### config.mk
export PLATFORM = sky130hd
export DESIGN_NAME = seg7_scan_ctrl
export DESIGN_NICKNAME = d
export VERILOG_FILES = /design/src/rtl/seg7_scan_ctrl.sv
export SDC_FILE = /design/constraint.sdc
export NUM_CORES = 1
export LEC_CHECK = 0
export CORE_MARGIN = 3
export CORE_UTILIZATION = 40
export CTS_CLUSTER_SIZE = 40
export DETAILED_ROUTE_END_ITERATION = 12
export SLEW_MARGIN = 20
export SYNTH_ARGS = -nofsm -noshare
export SYNTH_HDL_FRONTEND = slang
export SYNTH_SLANG_ARGS = --single-unit
### constraint.sdc
create_clock -name clk -period 2.1 [get_ports clk]
set_input_delay 0.63 -clock clk [delete_from_list [all_inputs] [get_ports clk]]
set_output_delay 0.63 -clock clk [all_outputs]
set_load 0.005 [all_outputs]
### src/rtl/seg7_scan_ctrl.sv
// Eight-position multiplexed 7-segment scan controller with a double-buffered
// display value, dead-time blanking between slots and leading-zero suppression.
module seg7_scan_ctrl #(
    parameter int DIV  = 100000,
    parameter int DEAD = 1000
) (
    input  logic        clk,
    input  logic        rst_n,
    input  logic [31:0] data,
    input  logic [7:0]  digit_en,
    input  logic        blank_lz,
    input  logic        load,
    output logic [7:0]  an,
    output logic [3:0]  digit,
    output logic        frame_done
);
    localparam int CW = $clog2(DIV);
    localparam logic [CW-1:0] CNT_MAX = CW'(DIV - 1);

    typedef struct packed {
        logic [31:0] data;
        logic [7:0]  en;
        logic        blz;
    } disp_t;

    logic [CW-1:0] cnt;
    logic [2:0]    idx;
    disp_t         pend;
    disp_t         act;

    logic          slot_end;
    logic          boundary;
    logic          dead;
    logic [7:0]    nz_upper;
    logic [7:0]    blank;
    logic [7:0]    an_next;
    logic [3:0]    nib;

    assign slot_end = (cnt == CNT_MAX);
    assign boundary = slot_end && (idx == 3'd7);
    assign dead     = {{(32-CW){1'b0}}, cnt} < $unsigned(DEAD);
    assign nib      = act.data[idx*4 +: 4];

    always_ff @(posedge clk) begin
        if (!rst_n) begin
            cnt  <= '0;
            idx  <= '0;
            pend <= '0;
            act  <= '0;
        end else begin
            cnt <= slot_end ? '0 : cnt + 1'b1;
            if (slot_end) idx <= idx + 3'd1;
            if (load) pend <= '{data: data, en: digit_en, blz: blank_lz};
            // active takes the pending value held before this edge
            if (boundary) act <= pend;
        end
    end

    // nz_upper[i]: some active nibble at position i or above is non-zero
    always_comb begin
        nz_upper = '0;
        blank    = '0;
        for (int i = 0; i < 8; i++) begin
            nz_upper[i] = (act.data >> (4 * i)) != 32'd0;
            blank[i]    = !act.en[i] || (act.blz && (i != 0) && !nz_upper[i]);
        end
    end

    always_comb begin
        an_next = 8'hFF;
        if (!dead && !blank[idx]) an_next = ~(8'h01 << idx);
    end

    always_ff @(posedge clk) begin
        if (!rst_n) begin
            an         <= 8'hFF;
            digit      <= '0;
            frame_done <= 1'b0;
        end else begin
            an         <= an_next;
            digit      <= nib;
            frame_done <= boundary;
        end
    end
endmodule

### After elaboration in Yosys (flattened, before gate mapping)

Cells that the tools add are included.

| word-level totals | value |
|---|---|
| word-level logic and storage cells | 65 |
| memories kept | 0 |
| input port bits | 44 |
| latch bits | 0 |
| bits in read-only memories | 0 |
| memory bits (writable) | 0 |
| output and inout port bits | 13 |
| register bits | 115 |

| cells by class | value |
|---|---|
| bitwise gates (word level) | 2 |
| $add $sub $neg | 2 |
| div/mod/pow operators | 0 |
| eq/ne operators | 2 |
| $mul | 0 |
| mux-type cells | 2 |
| reduce and logical (&&, ||, !) cells | 42 |
| order comparisons | 2 |
| shift operators | 2 |

Operators with widths:

| cell | count |
|---|---|
| $reduce_bool 32->1 | 7 |
| $shiftx 32x6->4 | 1 |
| $add 17x1->17 const B | 1 |
| $eq 17x17->1 const B | 1 |
| $logic_not 1->1 | 17 |
| $lt 17x10->1 const B | 1 |
| $logic_and 1x1->1 | 9 |
| $not 8->8 | 1 |
| $shl 1x3->8 const A | 1 |
| $logic_or 1x1->1 | 7 |
| $lt 3x4->1 const B | 1 |
| $add 3x1->3 const B | 1 |
| $bmux 1 s3 | 1 |
| $eq 3x3->1 const B | 1 |
| $reduce_and 2->1 | 1 |
| $reduce_or 2->1 | 1 |
| $mux 1 | 1 |
| $not 1->1 | 1 |

### Logic depth before layout (Yosys ltp)

| depth | value |
|---|---|
| depth after elaboration | 9 |
| mapped depth | 8 |
| gate-level depth less buffers | 6 |

### Least setup slack after synthesis

Ideal clock, no wire load.

| path | value |
|---|---|
| kind | register to register |
| start | register cnt[0] |
| end | register act[10] in the netlist's numbering |
| setup slack | 0.159 ns |
| data arrival time | 1.870 ns |
| cell stages (with the launch flop) | 9 |
| path buffers | 2 |
| path through | dfxtp_1 ha_1 nand4_2 nor4_4 and2_4 buf_8 buf_12 nand2_2 a21oi_2 |

| on the way | value |
|---|---|
| longest elaborated chain between the ends | 2 |

RTL lines:

| element | RTL line | RTL |
|---|---|---|
| start, declared | 26 | `logic [CW-1:0] cnt;` |
| start signal, assigned | 51 | `cnt <= slot_end ? '0 : cnt + 1'b1;` |
| $eq 17x17->1 | 39 | `assign slot_end = (cnt == CNT_MAX);` |
| $logic_and 1x1->1 | 40 | `assign boundary = slot_end && (idx == 3'd7);` |
| end signal, assigned | 55 | `if (boundary) act <= pend;` |
| end, declared | 29 | `disp_t act;` |

Every way passes these cells.
A chain may end at the register's enable or synchronous reset.

### Worst setup path in the final report

| path | value |
|---|---|
| start | register act[25] in the netlist's numbering |
| end | register an[7] |

| on the way | value |
|---|---|
| longest elaborated chain between the ends | 9 |
| elaborated cells between the ends (all ways) | 21 |
| those cells by class | mux: 2; reduce/logical: 19 |

RTL lines:

| element | RTL line | RTL |
|---|---|---|
| $reduce_bool 32->1 | 64 | `nz_upper[i] = (act.data >> (4 * i)) != 32'd0;` |
| $logic_not 1->1 | 65 | `blank[i] = !act.en[i] \|\| (act.blz && (i != 0) && !nz_upper[i]);` |
| $logic_and 1x1->1 | 65 |  |
| $logic_or 1x1->1 | 65 |  |
| $bmux 1 s3 (*) | 71 | `if (!dead && !blank[idx]) an_next = ~(8'h01 << idx);` |
| $mux 1 (not written as such) (*) | 71 |  |
| $logic_not 1->1 (*) | 71 |  |
| $logic_and 1x1->1 (*) | 71 |  |
| $reduce_and 2->1 (no source line) (*) | - |  |
| end signal, assigned | 80 | `an <= an_next;` |
| end, declared | 13 | `output logic [7:0] an,` |

Every way passes the cells marked *; elsewhere a longest branch is shown, timed or not. The select of a mux whose other input is x is not followed.

==> impl_metrics.tcl <==
set metrics [dict create \
    outcome "finished, final reports clean" \
    syn_nets 543 \
    worstPathCellList "or4_1 > nand2b_1 > o41ai_1 > a32oi_1 > o211ai_1" \
    fin_skew_ps 9.90 \
    worstSetupPathType "reg2reg" \
    synth_ff_type "dfxtp_1" \
    hold_class "reg2reg" \
    worstMarginPinSlew_ps 532 \
    synthCells 492 \
    htreeDepth 4 \
    track_usage_pct 16.6 \
    cp_slowest_cell "or4_1" \
    port_buffers 56 \
    core_area_sq_um 11600 \
    antenna_cells 0 \
    gp_congestion 0.845 \
    synth_warnings 0 \
    grt_pass1_vias 3610 \
    fin_setup_tns_ps 0 \
    hold_viol 0 \
    cts.repair.resized 0 \
    fin_crit_ps 1920 \
    wl_per_cell_um 14.2 \
    yosysSeqAreaShare_pct 48.1 \
    via_per_inst 4.97 \
    clock_path_buffers 2 \
    vias 3530 \
    fillers 1020 \
    maxSlewViolCount 0 \
    drv_cap 0 \
    hpwl_um 7000 \
    final_nets 605 \
    cts_root_buf "clkbuf_16" \
    die_x_um 115 \
    drive_gt1_share_pct 21.5 \
    grt_max_degree 90 \
    arrival_ps 2250 \
    ir_drop_uv 493 \
    ys_ff_latch 115 \
    numCtsBuffers 17 \
    drt-initial-drc-count 179 \
    syn_to_final_growth_pct 29.6 \
    finalWirelength_um 10000 \
    cts_tree "done" \
    netlist_area_sq_um 4790 \
    synth_edf_count 0 \
    rows 39 \
    critPathMaxFanout 5 \
    post-route-drc-count 0 \
    synth_cell_type_count 43 \
    die_h_um 115 \
    r2r_cells 5 \
    avgSynthCellArea_sq_um 9.73 \
    rsz0062_at_grt "no" \
    cts_hold_buf 0 \
    synthArstFlopShare_pct 0 \
    placed_cell_area_sq_um 5520 \
    p_leak_nw 2.29 \
    cts.sinks 115 \
    critPathLaunchType "flip-flop" \
    clk_pin_slew_worst_paths_ps 50 \
    hold_ws_ps 462 \
    overflow 0 \
    post_cts.repair.setup_buffers 0 \
    setup_viol 0 \
    slew_headroom_pct 64.5 \
    max_stage_delay_ps 570 \
    layout_common_cells "dfxtp_1, nand2_1, nor2_1, clkdlybuf4s50_1, mux2i_1" \
    die-area_sq_um 13300 \
    finalCritPeriodShare_pct 91.7 \
    worstHoldPathCells 2 \
    max_freq_mhz 520 \
    antenna_left 0 \
    grt_pass1_wl_um 17300 \
    insertion_delay_ps 410 \
    drtPass1Iterations 4 \
    critPathCaptureType "flip-flop" \
    start_util_pct 41.4 \
    multi_input_area_sq_um 2270 \
    cp.required_ps 2430 \
    power_w 0.00580 \
    io_pins 57 \
    antenna_found_initial 0 \
    seqCellArea_sq_um 2300 \
    powerDensity_nw_per_um2 935 \
    layout_commonest_cell "dfxtp_1" \
    stdcell_area_sq_um 6210 \
]
==> critical path, delay by kind of cell (launching register included) <==
family           cells  cell delay [ps]
flip-flops           1              320
AND/OR/NAND/NOR      2              780
AO/OA/AOI/OAI        3              750
==> layout make-up <==
cell class / count / area share [%]
Sequential cell: 115 / 37.1
Multi-Input combinational cell: 338 / 36.5
Timing Repair Buffer: 74 / 11.9
Clock buffer: 23 / 7.86
Clock inverter: 9 / 3.19
Tap cell: 143 / 2.88
Inverter: 8 / 0.504
==> worst paths after layout <==
| kind | start | endpoint | slack, ps |
|---|---|---|---|
| max | act[25]$_SDFFE_PN0P_ | an[7]$_SDFF_PN1_ | 180 |
| min | pend[38]$_SDFFE_PN0P_ | act[38]$_SDFFE_PN0P_ | 460 |
| max reg2reg | act[25]$_SDFFE_PN0P_ | an[7]$_SDFF_PN1_ | 180 |
| min reg2reg | pend[38]$_SDFFE_PN0P_ | act[38]$_SDFFE_PN0P_ | 460 |
==> power breakdown <==
part / leakage (nW) / internal [W] / total [W] / switching (W)
Combinational: 1.02 / 0.000131 / 0.000232 / 0.000100
Clock: 0.333 / 0.00235 / 0.00330 / 0.000954
Sequential: 0.935 / 0.00224 / 0.00227 / 0.0000351
==> kinds of logic after synthesis <==
kind of cell,synth area share [%]
flip-flops,48.1
AO/OA/AOI/OAI,10.7
multiplexers,12.8
buffers and inverters,4.57
XOR/XNOR,2.38
adder cells (fa/ha/maj),1.83
AND/OR/NAND/NOR,19.7
==> per-stage QoR <==
step | std cells | util [%] | setup slack (ps)
after floorplan | 492 | - | 159
after global placement | 678 | 47.7 | 122
after detailed placement | 678 | 47.7 | 87.6
after CTS | 710 | 53.7 | 172
after global routing | 710 | 53.7 | 21.7
final | 710 | 53.7 | 175
==> cell usage after synthesis, types with 6 or more instances <==
cell type	instances	area (sq um)
nand2_1	76	285
dfxtp_1	115	2300
mux4_2	8	180
nor4_1	7	43.8
nand2_2	20	125
ha_1	7	87.6
a21oi_2	40	350
nor2_1	61	229
inv_1	7	26.3
mux2i_1	43	430
clkbuf_1	15	56.3
xnor2_1	10	87.6
buf_1	6	22.5
a21oi_1	10	50.1
nand3_1	13	65.1
==> sequential cells by signal (all words and copies together), names as in the netlist <==
| name | cells |
|---|---|
| pend | 41 |
| digit | 4 |
| an | 8 |
| cnt | 17 |
| idx | 3 |
| frame_done | 1 |
| act | 41 |
==> metal layers <==
metal / wire length, um / up-vias / global-route usage, %
met5: 0 / - / 0
met4: 126 / 0 / 5.79
met3: 514 / 12 / 6.48
met2: 4610 / 70 / 25.0
met1: 4800 / 1647 / 21.9
li1: - / 1801 / -
No activity file was read; power rests on OpenSTA's default activity.
